===== src/rtl/fp32_mul_scoreboard.sv =====
// Scoreboard for the pipelined fp32 multiplier: delays operands and golden result by the DUT
// latency, compares with a sign-correct ULP distance, and reports via counters, capture and FSM.
module fp32_mul_scoreboard #(
   parameter int unsigned LATENCY     = 5,
   parameter int unsigned TOL         = 1,
   parameter bit          NAN_EQ      = 1'b1,
   parameter bit          STOP_ON_ERR = 1'b1,
   parameter int unsigned CNT_W       = 16
) (
   input  logic             clk,
   input  logic             rst,
   input  logic             val,
   input  logic             over,
   input  logic [31:0]      x1,
   input  logic [31:0]      x2,
   input  logic [31:0]      expct,
   input  logic [31:0]      y,
   output logic             chk_val,
   output logic             err,
   output logic [CNT_W-1:0] chk_cnt,
   output logic [CNT_W-1:0] err_cnt,
   output logic [31:0]      fail_x1,
   output logic [31:0]      fail_x2,
   output logic [31:0]      fail_y,
   output logic [31:0]      fail_exp,
   output logic [1:0]       state,
   output logic             pass
);

   typedef enum logic [1:0] {
      S_IDLE = 2'd0,
      S_RUN  = 2'd1,
      S_FAIL = 2'd2,
      S_DONE = 2'd3
   } state_e;

   localparam logic [CNT_W-1:0] CNT_MAX = '1;

   // Delay line: index LATENCY-1 lines up with the DUT output y
   logic        val_sr_q  [LATENCY];
   logic        over_sr_q [LATENCY];
   logic [31:0] x1_sr_q   [LATENCY];
   logic [31:0] x2_sr_q   [LATENCY];
   logic [31:0] exp_sr_q  [LATENCY];

   state_e           state_q, state_d;
   logic             chk_val_q, err_q, pass_q, pass_d;
   logic [CNT_W-1:0] chk_cnt_q, chk_cnt_d, err_cnt_q, err_cnt_d;
   logic [31:0]      fail_x1_q, fail_x2_q, fail_y_q, fail_exp_q;

   logic               val_dl_c, over_dl_c, active_c, mis_c, fail_c, cap_c;
   logic [31:0]        exp_dl_c;
   logic signed [32:0] key_y_c, key_e_c;
   logic signed [33:0] diff_c;
   logic [33:0]        dist_c;
   logic               nan_y_c, nan_e_c;

   function automatic logic is_nan(input logic [31:0] b);
      return (&b[30:23]) && (|b[22:0]);
   endfunction

   // Sign-magnitude to two's complement so adjacent floats differ by one, through zero
   function automatic logic signed [32:0] fp_key(input logic [31:0] b);
      logic signed [32:0] mag;
      mag = $signed({2'b00, b[30:0]});
      return b[31] ? -mag : mag;
   endfunction

   always_comb begin
      val_dl_c  = val_sr_q[LATENCY-1];
      over_dl_c = over_sr_q[LATENCY-1];
      exp_dl_c  = exp_sr_q[LATENCY-1];
      key_y_c   = fp_key(y);
      key_e_c   = fp_key(exp_dl_c);
      diff_c    = {key_y_c[32], key_y_c} - {key_e_c[32], key_e_c};
      dist_c    = diff_c[33] ? 34'(-diff_c) : 34'(diff_c);
      nan_y_c   = is_nan(y);
      nan_e_c   = is_nan(exp_dl_c);
      mis_c     = 1'b0;
      if (nan_y_c && nan_e_c) begin
         mis_c = NAN_EQ ? 1'b0 : (y != exp_dl_c);
      end else if (nan_y_c || nan_e_c) begin
         mis_c = 1'b1;
      end else begin
         mis_c = dist_c > 34'(TOL);
      end
   end

   // Next-state, counters and pass decision
   always_comb begin
      active_c  = val_dl_c && ((state_q == S_IDLE) || (state_q == S_RUN));
      fail_c    = active_c && mis_c;
      cap_c     = fail_c && (err_cnt_q == '0);
      chk_cnt_d = chk_cnt_q;
      err_cnt_d = err_cnt_q;
      state_d   = state_q;
      if (active_c && (chk_cnt_q != CNT_MAX)) chk_cnt_d = chk_cnt_q + CNT_W'(1);
      if (fail_c && (err_cnt_q != CNT_MAX))   err_cnt_d = err_cnt_q + CNT_W'(1);
      case (state_q)
         S_IDLE, S_RUN: begin
            if (over_dl_c)                      state_d = S_DONE;
            else if (fail_c && STOP_ON_ERR)     state_d = S_FAIL;
            else if (active_c)                  state_d = S_RUN;
         end
         S_FAIL:  if (over_dl_c) state_d = S_DONE;
         default: state_d = S_DONE;
      endcase
      pass_d = (state_d == S_DONE) && (err_cnt_d == '0);
   end

   always_ff @(posedge clk or negedge rst) begin
      if (!rst) begin
         for (int i = 0; i < int'(LATENCY); i++) begin
            val_sr_q[i]  <= 1'b0;
            over_sr_q[i] <= 1'b0;
            x1_sr_q[i]   <= '0;
            x2_sr_q[i]   <= '0;
            exp_sr_q[i]  <= '0;
         end
         state_q    <= S_IDLE;
         chk_val_q  <= 1'b0;
         err_q      <= 1'b0;
         pass_q     <= 1'b0;
         chk_cnt_q  <= '0;
         err_cnt_q  <= '0;
         fail_x1_q  <= '0;
         fail_x2_q  <= '0;
         fail_y_q   <= '0;
         fail_exp_q <= '0;
      end else begin
         val_sr_q[0]  <= val;
         over_sr_q[0] <= over;
         x1_sr_q[0]   <= x1;
         x2_sr_q[0]   <= x2;
         exp_sr_q[0]  <= expct;
         for (int i = 1; i < int'(LATENCY); i++) begin
            val_sr_q[i]  <= val_sr_q[i-1];
            over_sr_q[i] <= over_sr_q[i-1];
            x1_sr_q[i]   <= x1_sr_q[i-1];
            x2_sr_q[i]   <= x2_sr_q[i-1];
            exp_sr_q[i]  <= exp_sr_q[i-1];
         end
         state_q   <= state_d;
         chk_val_q <= active_c;
         err_q     <= fail_c;
         pass_q    <= pass_d;
         chk_cnt_q <= chk_cnt_d;
         err_cnt_q <= err_cnt_d;
         if (cap_c) begin
            fail_x1_q  <= x1_sr_q[LATENCY-1];
            fail_x2_q  <= x2_sr_q[LATENCY-1];
            fail_y_q   <= y;
            fail_exp_q <= exp_dl_c;
         end
      end
   end

   assign chk_val  = chk_val_q;
   assign err      = err_q;
   assign chk_cnt  = chk_cnt_q;
   assign err_cnt  = err_cnt_q;
   assign fail_x1  = fail_x1_q;
   assign fail_x2  = fail_x2_q;
   assign fail_y   = fail_y_q;
   assign fail_exp = fail_exp_q;
   assign state    = state_q;
   assign pass     = pass_q;

endmodule


===== config.mk =====
export PLATFORM = sky130hd
export DESIGN_NAME = fp32_mul_scoreboard
export DESIGN_NICKNAME = d
export VERILOG_FILES = /design/src/rtl/fp32_mul_scoreboard.sv
export SDC_FILE = /design/constraint.sdc
export NUM_CORES = 1
export LEC_CHECK = 0
export CAP_MARGIN = 20
export CORE_MARGIN = 2
export CORE_UTILIZATION = 35
export CTS_CLUSTER_SIZE = 20
export DETAILED_ROUTE_END_ITERATION = 12
export GPL_ROUTABILITY_DRIVEN = 0
export HOLD_SLACK_MARGIN = 0.06
export PLACE_DENSITY_LB_ADDON = 0.05
export REMOVE_ABC_BUFFERS = 1
export SETUP_SLACK_MARGIN = 0.4
export SLEW_MARGIN = 20
export SYNTH_ARGS = -nofsm -noshare
export SYNTH_HDL_FRONTEND = slang
export SYNTH_SLANG_ARGS = --single-unit

===== constraint.sdc =====
create_clock -name clk -period 10.71 [get_ports clk]
set_input_delay 1.071 -clock clk [delete_from_list [all_inputs] [get_ports clk]]
set_output_delay 1.071 -clock clk [all_outputs]
set_load 0.01 [all_outputs]

# --- Word level (Yosys, flattened, before mapping) ---
# Cells that the tools add are included.
totals:
  regBits: 655
  output_inout_bits: 165
  word_cells: 77
op_classes:
  add_sub_neg: 6
  order_cmp: 1
  eq_ne: 5
  muxes: 11
  reduce_logical: 19
op_table:
  columns: ["operator", "n"]
  rows:
  - ["33-bit 2-to-1 mux", 2]
  - ["31-bit negator with 33-bit output", 2]
  - ["23-bit OR reduction", 2]
  - ["34-bit by 1-bit > comparator with 1-bit output (second input constant)", 1]
  - ["34-bit 2-to-1 mux", 1]
  - ["34-bit negator", 1]
  - ["33-bit by 33-bit subtractor with 34-bit output", 1]
  - ["16-bit by 1-bit adder with 16-bit output (second input constant)", 2]
  - ["16-bit zero test", 2]
  - ["16-bit != test (second input constant)", 2]
  - ["16-bit 2-to-1 mux", 1]
  - ["8-bit AND reduction", 2]
  - ["1-bit logical AND", 9]
  - ["2-bit 2-to-1 mux", 4]
  - ["2-bit equality test (second input constant)", 2]
  - ["2-bit one-hot mux with 2 select lines", 1]
  - ["2-bit by 1-bit equality test with 1-bit output (second input constant)", 1]
  - ["2-bit zero test", 1]
  - ["1-bit logical OR", 2]
  - ["1-bit 2-to-1 mux", 2]
  - ["2-bit OR reduction", 1]

# --- Longest topological paths before layout ---
# Gate-level depths: netlist of the first run.
logic_depth:
  depth_word: 14
  ltp_mapped: 29
  ltp_nobuf: 24

# --- Worst setup path before layout of the first run ---
# Ideal clock, no wire load.
synth_path:
  path_type: "input to register"
  startpoint: "input port y[6]"
  endpoint: "register fail_x1_q[0], in the netlist fail_x1[0]"
  setup_ns: 0.125
  arrival_time_ns: 6.925
  setup_slack_ns: 3.660
  path_stages: 26
  path_buffers: 4
  path_cell_list: "or4_1 or4_1 nand2b_1 nand2b_1 nand2b_1 o41ai_1 xnor2_1 ha_1 clkbuf_1 nand4_1 nor3_1 nand3_1 o21ai_1 nor3_1 or2_1 or4_1 o22ai_1 o2111ai_1 a2111oi_0 and4_1 buf_6 nor2_8 nand4_4 buf_6 buf_8 mux2_4"
synth_between:
  elab_chain_len: 10
synth_rtl:
  columns: ["item", "line_no", "source"]
  rows:
  - ["start: declaration", "17", "input logic [31:0] y,"]
  - ["31-bit negator with 33-bit output", "66", "return b[31] ? -mag : mag;"]
  - ["33-bit 2-to-1 mux", "66", null]
  - ["33-bit by 33-bit subtractor with 34-bit output", "75", "diff_c = {key_y_c[32], key_y_c} - {key_e_c[32], key_e_c};"]
  - ["34-bit negator", "76", "dist_c = diff_c[33] ? 34'(-diff_c) : 34'(diff_c);"]
  - ["34-bit 2-to-1 mux", "76", null]
  - ["34-bit by 1-bit > comparator with 1-bit output", "85", "mis_c = dist_c > 34'(TOL);"]
  - ["1-bit 2-to-1 mux", "82", "end else if (nan_y_c || nan_e_c) begin"]
  - ["1-bit 2-to-1 mux *", "80", "if (nan_y_c && nan_e_c) begin"]
  - ["1-bit logical AND *", "92", "fail_c = active_c && mis_c;"]
  - ["net fail_c", "51", "logic val_dl_c, over_dl_c, active_c, mis_c, fail_c, cap_c;"]
  - ["1-bit logical AND *", "93", "cap_c = fail_c && (err_cnt_q == '0);"]
  - ["end signal: assignment", "150", "fail_x1_q <= x1_sr_q[LATENCY-1];"]
  - ["end: declaration", "49", "logic [31:0] fail_x1_q, fail_x2_q, fail_y_q, fail_exp_q;"]
# Mark *: on every way through the listed nets, which the timed path passes. The rest lies on a longest branch.
# A chain may end at the register's enable or synchronous reset.

# --- Worst setup path in the final report of the first run ---
layout_path:
  startpoint: "input port y[4]"
  endpoint: "register fail_y_q[4], in the netlist fail_y[4]"
layout_between:
  elab_chain_len: 10
layout_rtl:
  columns: ["item", "line_no", "source"]
  rows:
  - ["31-bit negator with 33-bit output", "66", null]
  - ["33-bit 2-to-1 mux", "66", null]
  - ["33-bit by 33-bit subtractor with 34-bit output", "75", null]
  - ["34-bit negator", "76", null]
  - ["34-bit 2-to-1 mux", "76", null]
  - ["34-bit by 1-bit > comparator with 1-bit output", "85", null]
  - ["1-bit 2-to-1 mux", "82", null]
  - ["1-bit 2-to-1 mux *", "80", null]
  - ["1-bit logical AND *", "92", null]
  - ["net fail_c", "51", null]
  - ["1-bit logical AND *", "93", null]
  - ["end signal: assignment", "152", "fail_y_q <= y;"]
  - ["end: declaration", "49", null]
# Marks and branches as above.

==> impl_metrics.env, run 1 <==
export IMPL_cap_violations=0
export IMPL_nets=2176
export IMPL_start_util_pct=35.2
export IMPL_hold_start="exp_sr_q[58]"
export IMPL_p_comb_share_pct=12.3
export IMPL_synth_ff_type="dfrtp_1"
export IMPL_whs_path_depth=0
export IMPL_grt_max_degree=180
export IMPL_rows=96
export IMPL_wl_met1_um=22700
export IMPL_min_period_ns=8.99
export IMPL_h_tree_depth=3
export IMPL_skew_ns=0.0355
export IMPL_wl_per_cell_um=18.6
export IMPL_drv_slew=0
export IMPL_postCtsHoldBufs=0
export IMPL_drt_antenna_violating_nets=0
export IMPL_fmax_mhz=111
export IMPL_die_x_um=266
export IMPL_overflow=0
export IMPL_worst_setup_path_start_kind="primary input"
export IMPL_viasPerCell=4.85
export IMPL_synth_warnings=0
export IMPL_status="finished clean"
export IMPL_syn_to_final_growth_pct=26.8
export IMPL_critical_path_class="primary input to flop"
export IMPL_drive_gt1_share_pct=14.4
export IMPL_clk_latency_ns=0.62
export IMPL_switching_share_pct=25.9
export IMPL_syn_inst=1670
export IMPL_cts_resized=0
export IMPL_cts_setup_buffers=0
export IMPL_drt_iter0_markers=848
export IMPL_r2r_end="fail_y[4]"
export IMPL_post_route_period_util_pct=83.9
export IMPL_seq_power_share_pct=44.5
export IMPL_topRoutingLayerUsed="met5"
export IMPL_synth_edf_count=0
export IMPL_routed_wl_um=54700
export IMPL_root_buffer="clkbuf_16"
export IMPL_p_int_mw=4.33
export IMPL_power_density_nw_per_um2=192
export IMPL_hold_end="exp_dl_c[26]"
export IMPL_clkTransAtPathRegs_ns=0.06
export IMPL_p_sw_mw=1.51
export IMPL_tritoncts="done"
export IMPL_wl_met2_um=26900
export IMPL_power_frac_clock_pct=43.2
export IMPL_fin_setup_tns_ns=0
export IMPL_cp_end_kind="flop"
export IMPL_drcViolationCount=0
export IMPL_ios=297
export IMPL_finalHoldViolations=0
export IMPL_drtPass1Iterations=5
export IMPL_synth_cell_types=91
export IMPL_die_h_um=266
export IMPL_critPathMaxFanout=54
export IMPL_p_leak_nw=13.4
export IMPL_async_flop_share_pct=100
export IMPL_r2r_start="exp_dl_c[14]"
export IMPL_reg2reg_slack_ns=1.87
export IMPL_io_buffers=296
export IMPL_finalNonFillerCells=2941
export IMPL_dieArea_sq_um=70900
export IMPL_clockBufferDepth=3
export IMPL_worst_slew_pin_slew_ns=0.971
export IMPL_r2r_cells=23
export IMPL_cts_buffers=71
export IMPL_first_global_vias=14800
export IMPL_hold_path_class="flop to flop"
export IMPL_vias=14300
export IMPL_netlist_area_sq_um=24100
export IMPL_grt_pass1_wl_um=85700
export IMPL_cts_sinks=655
export IMPL_synth_area_per_cell_sq_um=14.4
export IMPL_ys_seq_elements=655
export IMPL_ir_worst_vdd_mv=0.138
export IMPL_critPathRequiredTime_ns=11.19
export IMPL_antenna_found_initial=2
export IMPL_grt_usage_pct=15.7
export IMPL_dr_wl_met3_um=3530
export IMPL_place_hpwl_um=38300
export IMPL_dp_cells=2812
export IMPL_rsz0062_at_grt="no"
export IMPL_setup_viol=0
export IMPL_crit_arrival_ns=9.47
export IMPL_fillerInstances=6105
export IMPL_ys_seq_area_share_pct=68.1
export IMPL_core_area_sq_um=68300
export IMPL_max_slew_margin_rel_pct=34.4
==> power groups by stage <==
stage                     clock (mW)  combinational [mW]  sequential [mW]
after floorplan                    0               0.442             2.64
after global placement             0               0.708             2.65
after detailed placement           0               0.713             2.65
after CTS                       2.62               0.717             2.60
after global routing            2.73               0.795             2.61
final                           2.53               0.717             2.60
==> layout make-up <==
class	count	area, sq um	share of cell area [%]
diodes	1	2.50	0.00820
clock buffers	96	2030	6.66
clock inverters	31	469	1.54
inverters	22	82.6	0.271
multi-input cells	944	7290	23.9
flip-flops and latches	655	16400	53.7
well taps	882	1100	3.62
repair buffers	310	3140	10.3
==> synthesized netlist by cell type (14+ instances only) <==
library cell,number,share of area [%]
ha_1,39,2.0
o21a_1,15,0.47
mux2_4,60,3.7
or3_1,19,0.49
nand3_1,33,0.69
xnor2_1,57,2.1
o31ai_1,18,0.56
xor2_1,44,1.6
nor4_1,18,0.47
clkbuf_1,22,0.34
nor2_1,63,0.98
and3_1,17,0.44
dfrtp_1,655,68
buf_2,16,0.33
nand2_1,92,1.4
inv_1,22,0.34
nor3_1,27,0.56
or4_1,15,0.47
nand4_1,22,0.57
o21ai_0,54,1.1
a21o_1,14,0.44
mux2_2,68,3.2
a21oi_1,43,0.89
==> per-stage QoR <==
stage,util (%),setup slack [ns],hold slack [ns],cell area [sq um],power (mW)
2_1_floorplan,-,2.37,0.331,23800,3.08
3_3_place_gp,41.0,1.05,0.331,28000,3.35
3_5_place_dp,41.0,0.842,0.335,28000,3.36
4_1_cts,44.6,1.46,0.315,30500,5.94
5_1_grt,44.6,1.16,0.321,30500,6.14
6_report,44.6,1.72,0.316,30500,5.85
==> worst max-delay path, cell delays in order <==
cell and delay [ns]:
clkdlybuf4s50_1 0.52, or4_1 0.60, nor4_1 0.37, buf_4 0.19, nand3_1 0.16, o41ai_1 0.86
nand2_1 0.14, xor2_1 0.19, ha_1 0.42, a21oi_1 0.31, o21ai_0 0.19, a41oi_1 0.30
o21a_1 0.18, a21oi_1 0.09, or2_1 0.39, or4_1 0.56, o22ai_1 0.16, o2111ai_1 0.14
a2111oi_0 0.61, and4_1 0.66, nor2_8 0.09, nand4_4 0.38, buf_12 0.39, mux2_2 0.39
==> cells in the final DEF (no fill, tap or decap), drive strengths merged, types with 7 or more instances in the layout <==
cell type and count:
a31oi 10, nand3 33, nor4 22, xnor2 58, dfrtp 655, o21a 15, ha 39, and4 11
xor2 44, clkdlybuf4s50 295, o21ai 67, a21o 14, a21boi 7, clkbuf 96, nand4 23, nor2b 12
a21oi 51, buf 15, o41ai 13, nor2 65, or2 7, or3 19, inv 24, a211oi 13
o31ai 18, mux2 129, o211ai 11, or4 15, and3 17, nand2b 13, nand2 92, nor3 28
clkinv 18, and2 10
==> metal layers <==
metal  vias to the layer above  global-route usage [%]
li1                       6632                       -
met1                      7249                    19.7
met2                       296                    25.6
met3                        87                    4.74
met4                         2                    5.59
met5                         -                       0
==> how the worst max path moves through the flow <==
stage                     start      endpoint  slack, ns  depth (start not counted)
after floorplan            y[6]  fail_exp[10]       2.37                         22
after global placement     y[6]     fail_y[4]       1.05                         24
after detailed placement   y[4]     fail_y[6]       0.84                         24
after CTS                  y[4]     fail_y[6]       1.46                         24
after global routing       y[4]     fail_y[6]       1.16                         24
final                      y[4]     fail_y[4]       1.72                         24
==> state kept, by name (all words and copies together) (netlist names) <==
register	flops
val_sr_q	4
exp_dl_c	32
fail_exp	32
x1_sr_q	160
state	2
err	1
fail_x1	32
over_dl_c	1
chk_val	1
fail_y	32
fail_x2	32
over_sr_q	4
pass	1
exp_sr_q	128
x2_sr_q	160
chk_cnt	16
val_dl_c	1
err_cnt	16
==> logic make-up (layout without fill, tap and decap cells) <==
kind of cell             after synthesis  in the layout  share of synthesized area, %
XOR/XNOR                             102            102                          3.74
AO/OA/AOI/OAI                        287            287                          8.55
flip-flops                           655            655                          68.1
adder cells (fa/ha/maj)               40             40                          2.11
buffers and inverters                 71            459                          1.58
AND/OR/NAND/NOR                      381            381                          8.72
multiplexers                         134            134                          7.18
other                                  0              1                             0
(Power assumes the default switching activity.)
==> inputs of run 2 (changes only) <==
==> constraint.sdc (replaced) <==
create_clock -name clk -period 7.4 [get_ports clk]
set_input_delay 0.74 -clock clk [delete_from_list [all_inputs] [get_ports clk]]
set_output_delay 0.74 -clock clk [all_outputs]
set_load 0.01 [all_outputs]
==> run 2 against run 1 <==
Worst setup slack lost 1.3 ns. Largest power group unchanged. Cell count grew 4.8%. Sequential cell count is the same. Cell area grew 5.0%. Largest cell class unchanged. Via count grew 5.0%. Clock power grew 39%. Count of clock-buffer cells in the layout grew 7. Critical path depth grew 2. Sequential share of layout area shrank 2.5 points. Clock skew shrank 0.014 ns. Core utilization grew 2.2 points. Non-clock buffer count grew 142.
==> impl_metrics.env, run 2 (synthesis results as in run 1) <==
export IMPL_status="finished clean"
export IMPL_min_period_ns=7.01
export IMPL_dieArea_sq_um=70900
export IMPL_drtPass1Iterations=5
export IMPL_place_hpwl_um=40800
export IMPL_skew_ns=0.0218
export IMPL_cts_buffers=70
export IMPL_io_buffers=296
export IMPL_ios=297
export IMPL_cp_end_kind="flop"
export IMPL_ff_latch_area_sq_um=16400
export IMPL_critPathRequiredTime_ns=7.88
export IMPL_fmax_mhz=143
export IMPL_multi_input_area_sq_um=7580
export IMPL_clk_latency_ns=0.60
export IMPL_final_common_cell="dfrtp_1"
export IMPL_first_global_vias=15500
export IMPL_fillerInstances=6023
export IMPL_cp_top_family="simple AND/OR/NAND/NOR gates"
export IMPL_routed_wl_um=57900
export IMPL_worst_slew_pin_slew_ns=0.965
export IMPL_rows=96
export IMPL_cts_sinks=655
export IMPL_vias=15000
export IMPL_tritoncts="done"
export IMPL_power_density_nw_per_um2=265
export IMPL_setup_viol=0
export IMPL_worst_slack_ns=0.393
export IMPL_ir_worst_vdd_mv=0.174
export IMPL_drt_iter0_markers=822
export IMPL_post_route_period_util_pct=94.7
export IMPL_layout_common_cells="dfrtp_1 (654), clkdlybuf4s50_1 (295), buf_4 (127)"
export IMPL_wl_per_cell_um=18.8
export IMPL_drcViolationCount=0
export IMPL_critPathMaxFanout=7
export IMPL_clockBufferDepth=3
export IMPL_root_buffer="clkbuf_16"
export IMPL_start_util_pct=35.2
export IMPL_drive_gt1_share_pct=21.5
export IMPL_place_ws_ns=-0.413
export IMPL_rsz0062_at_grt="yes"
export IMPL_slowest_stage="or4_4"
export IMPL_drt_antenna_violating_nets=0
export IMPL_reg_top3="x1_sr_q x160, x2_sr_q x160, exp_sr_q x128"
export IMPL_h_tree_depth=3
export IMPL_antenna_cells=0
export IMPL_worst_setup_path_start_kind="flop"
export IMPL_viasPerCell=4.86
export IMPL_antenna_found_initial=3
export IMPL_hold_path_class="primary input to async pin"
export IMPL_syn_to_final_growth_pct=33.1
export IMPL_die_x_um=266
export IMPL_cpPeakStageDelay_ns=0.55
export IMPL_fin_hold_ws_ns=0.192
export IMPL_core_area_sq_um=68300
export IMPL_grt_pass1_wl_um=89200
export IMPL_p_leak_nw=14.3
export IMPL_cpMostUsedCell="or4_4"
export IMPL_max_slew_margin_rel_pct=35.6
export IMPL_die_h_um=266
export IMPL_clkTransAtPathRegs_ns=0.07
export IMPL_finalHoldViolations=0
export IMPL_fin_setup_tns_ns=0
export IMPL_crit_arrival_ns=7.48
export IMPL_drv_slew=0
export IMPL_crit_buf_inv=4
export IMPL_overflow=0
export IMPL_critical_path_class="flop to flop"
export IMPL_nets=2317
export IMPL_cap_violations=0
export IMPL_grt_max_degree=185
export IMPL_grt_usage_pct=16.3
-- run 2: changes by cell type in the layout (fill, tap and decap cells not counted), moves of 6 or more --
cell	delta
buf_4	+118
o21ai_1	+6
mux2_4	+20
buf_12	+8
mux2_2	-20
o21ai_0	-7
-- run 2: layout make-up --
type / instances / area share [%]
Timing Repair Buffer: 452 / 13.9
Multi-Input combinational cell: 944 / 23.7
Clock inverter: 24 / 0.922
Clock buffer: 103 / 6.55
Inverter: 22 / 0.258
Sequential cell: 655 / 51.2
Tap cell: 882 / 3.45
-- run 2: power breakdown --
group	internal, mW	switching (mW)	total, mW
clock network	2.12	1.40	3.52
logic	0.479	0.705	1.18
registers	3.72	0.0500	3.77
total	6.32	2.16	8.48
-- run 2: what timing repair did --
action | in CTS | in global routing
setup endpoints to repair | 147 | 144
cloned | 1 | 8
hold buffers | 0 | 0
pin swaps | 6 | 16
buffers inserted | 3 | 14
resized for setup | 20 | 71
-- run 2: path summary, 6_finish.rpt --
kind                               from      endpoint  slack [ns]  depth (start not counted)
hold reg to reg             val_sr_q[4]   val_sr_q[3]        0.34                          0
min in group clk            val_sr_q[4]   val_sr_q[3]        0.34                          0
setup reg to reg           exp_dl_c[16]   fail_x1[31]        0.39                         26
hold / removal                      rst    fail_y[14]        0.19                          1
max in group asynchronous           rst  x2_sr_q[114]        5.73                          2
setup / recovery           exp_dl_c[16]   fail_x1[31]        0.39                         26
-- run 2: metrics by stage --
stage          utilization (%)  total power [mW]  cells  instance area [sq um]
3_3_place_gp              42.3              4.96   2929                  28900
4_1_cts                   46.0              8.59   3060                  31500
3_5_place_dp              42.3              4.98   2929                  28900
2_1_floorplan                -              4.46   1621                  23800
5_1_grt                   46.9              8.91   3082                  32000
6_report                  46.9              8.48   3082                  32000
-- run 2: layer usage --
metal	vias up	global-route usage, %	wire length (um)
li1	6928	-	-
met1	7558	20.6	23600
met2	391	27.0	28900
met3	98	4.40	3790
met4	4	5.63	1570
met5	-	0	17
==> inputs of run 3 (changes only) <==
==> constraint.sdc (replaced) <==
create_clock -name clk -period 6.95 [get_ports clk]
set_input_delay 0.695 -clock clk [delete_from_list [all_inputs] [get_ports clk]]
set_output_delay 0.695 -clock clk [all_outputs]
set_load 0.01 [all_outputs]
==> run 3 against run 2 <==
Cell area is 5.3% higher. Register-to-register slack worse by 0.28 ns. Critical path depth stayed put. Count of clock-buffer cells in the layout is 7 lower. Worst setup slack worse by 0.28 ns. Via count is 2.5% higher. Fmax is 2.4% higher. Highest routed layer unchanged.
==> impl_metrics.env, run 3 (synthesis results as in run 1) <==
export IMPL_hold_path_class="primary input to async pin"
export IMPL_h_tree_depth=3
export IMPL_worst_setup_path_start_kind="flop"
export IMPL_ir_worst_vdd_mv=0.219
export IMPL_p_int_mw=7.01
export IMPL_first_global_vias=16000
export IMPL_drt_antenna_violating_nets=0
export IMPL_drtPass1Iterations=5
export IMPL_seq_power_share_pct=42.6
export IMPL_fmax_mhz=146
export IMPL_skew_ns=0.0466
export IMPL_reg_top3="x1_sr_q x160, x2_sr_q x160, exp_sr_q x128"
export IMPL_io_buffers=296
export IMPL_cts_sinks=655
export IMPL_cap_violations=0
export IMPL_slowest_stage="or4_4"
export IMPL_drcViolationCount=0
export IMPL_ios=297
export IMPL_rows=96
export IMPL_p_comb_share_pct=15.9
export IMPL_die_h_um=266
export IMPL_cp_top_family="simple AND/OR/NAND/NOR gates"
export IMPL_vias=15400
export IMPL_layout_common_cells="dfrtp_1 (655), clkdlybuf4s50_1 (295), buf_4 (260)"
export IMPL_final_area_sq_um=33700
export IMPL_critical_path_class="flop to flop"
export IMPL_place_area_sq_um=29900
export IMPL_syn_to_final_growth_pct=40.2
export IMPL_power_frac_clock_pct=41.5
export IMPL_start_util_pct=35.2
export IMPL_die_x_um=266
export IMPL_finalHoldViolations=0
export IMPL_final_common_cell="dfrtp_1"
export IMPL_cpMostUsedCell="or4_4"
export IMPL_drv_slew=0
export IMPL_setup_viol=0
export IMPL_p_sw_mw=2.41
export IMPL_clockBufferDepth=3
export IMPL_viasPerCell=4.75
export IMPL_dieArea_sq_um=70900
export IMPL_place_ws_ns=-0.741
export IMPL_crit_buf_inv=5
export IMPL_rsz0062_at_grt="yes"
export IMPL_power_density_nw_per_um2=279
export IMPL_place_hpwl_um=41800
export IMPL_worst_slew_pin_slew_ns=0.956
export IMPL_grt_pass1_wl_um=91100
export IMPL_routed_wl_um=60400
export IMPL_cpPeakStageDelay_ns=0.52
export IMPL_root_buffer="clkbuf_16"
export IMPL_switching_share_pct=25.5
export IMPL_wl_per_cell_um=18.7
export IMPL_crit_arrival_ns=7.32
export IMPL_fillerInstances=5855
export IMPL_critPathRequiredTime_ns=7.43
export IMPL_p_leak_nw=15.3
export IMPL_drive_gt1_share_pct=27.7
export IMPL_postCtsHoldBufs=0
export IMPL_nets=2465
export IMPL_core_area_sq_um=68300
export IMPL_cts_buffers=71
export IMPL_grt_max_degree=188
export IMPL_clk_latency_ns=0.62
export IMPL_grt_usage_pct=16.7
export IMPL_antenna_found_initial=3
export IMPL_tritoncts="done"
export IMPL_worst_slack_ns=0.110
export IMPL_overflow=0
export IMPL_max_slew_margin_rel_pct=36.3
export IMPL_min_period_ns=6.84
export IMPL_clkTransAtPathRegs_ns=0.05
export IMPL_post_route_period_util_pct=98.4
export IMPL_critPathMaxFanout=7
export IMPL_drt_iter0_markers=983
export IMPL_status="finished clean"
export IMPL_cp_end_kind="flop"
[run 3: changes by cell type in the layout (fill, tap and decap cells not counted), moves of 5 or more]
cell,delta
clkbuf_8,-6
mux2_2,-33
o21ai_1,-5
o21ai_2,+5
buf_4,+133
a21oi_1,-5
mux2_4,+33
clkbuf_16,+5
[run 3: cell type report]
class | instances | area (sq um) | area share, %
antenna | 2 | 5.00 | 0.0148
sequential | 655 | 16400 | 48.6
clock inverter | 32 | 468 | 1.39
clock buffer | 96 | 2030 | 6.02
multi-input combinational | 944 | 7910 | 23.5
timing repair buffer | 599 | 5740 | 17.0
inverter | 22 | 82.6 | 0.245
tap | 882 | 1100 | 3.27
[run 3: repair_timing]
item / in CTS / in global routing
pin swaps: 8 / 14
endpoints found under the setup margin: 148 / 147
buffers inserted: 9 / 17
gates resized for setup: 34 / 146
gates cloned: 3 / 10
[run 3: per-stage QoR]
step	instances	hold WS [ns]	util [%]	setup TNS, ns	power [mW]
4_1_cts	3203	0.158	47.9	0	9.48
3_5_place_dp	3063	0.335	43.8	-90.66	5.48
2_1_floorplan	1621	0.331	-	-154.42	4.75
5_1_grt	3231	0.188	49.4	-18.11	9.88
3_3_place_gp	3063	0.331	43.8	-89.78	5.46
6_report	3232	0.143	49.4	0	9.42
[run 3: power by group through the flow]
stage	Combinational (mW)	Sequential, mW	Clock [mW]
2_1_floorplan	0.681	4.07	0
3_3_place_gp	1.39	4.07	0
3_5_place_dp	1.40	4.08	0
4_1_cts	1.42	4.01	4.05
5_1_grt	1.64	4.02	4.22
6_report	1.50	4.01	3.91
[run 3: metal layers]
| layer | vias up | share of wire [%] | global-route usage, % |
|---|---|---|---|
| met2 | 319 | 50 | 27.5 |
| met3 | 112 | 5.2 | 4.38 |
| li1 | 7232 | - | - |
| met5 | - | 0.012 | 0 |
| met4 | 2 | 2.7 | 5.60 |
| met1 | 7694 | 42 | 21.3 |
[run 3: worst paths after layout]
kind,from,endpoint,slack (ns),cells after the start
min in group clk,x2_sr_q[58],x2_sr_q[26],0.33,0
worst min-delay path,rst,fail_y[14],0.14,1
worst max-delay path,exp_dl_c[14],fail_y[29],0.11,26
max in group asynchronous,rst,fail_x1[14],5.09,3
worst max register to register,exp_dl_c[14],fail_y[29],0.11,26
worst min register to register,x2_sr_q[58],x2_sr_q[26],0.33,0
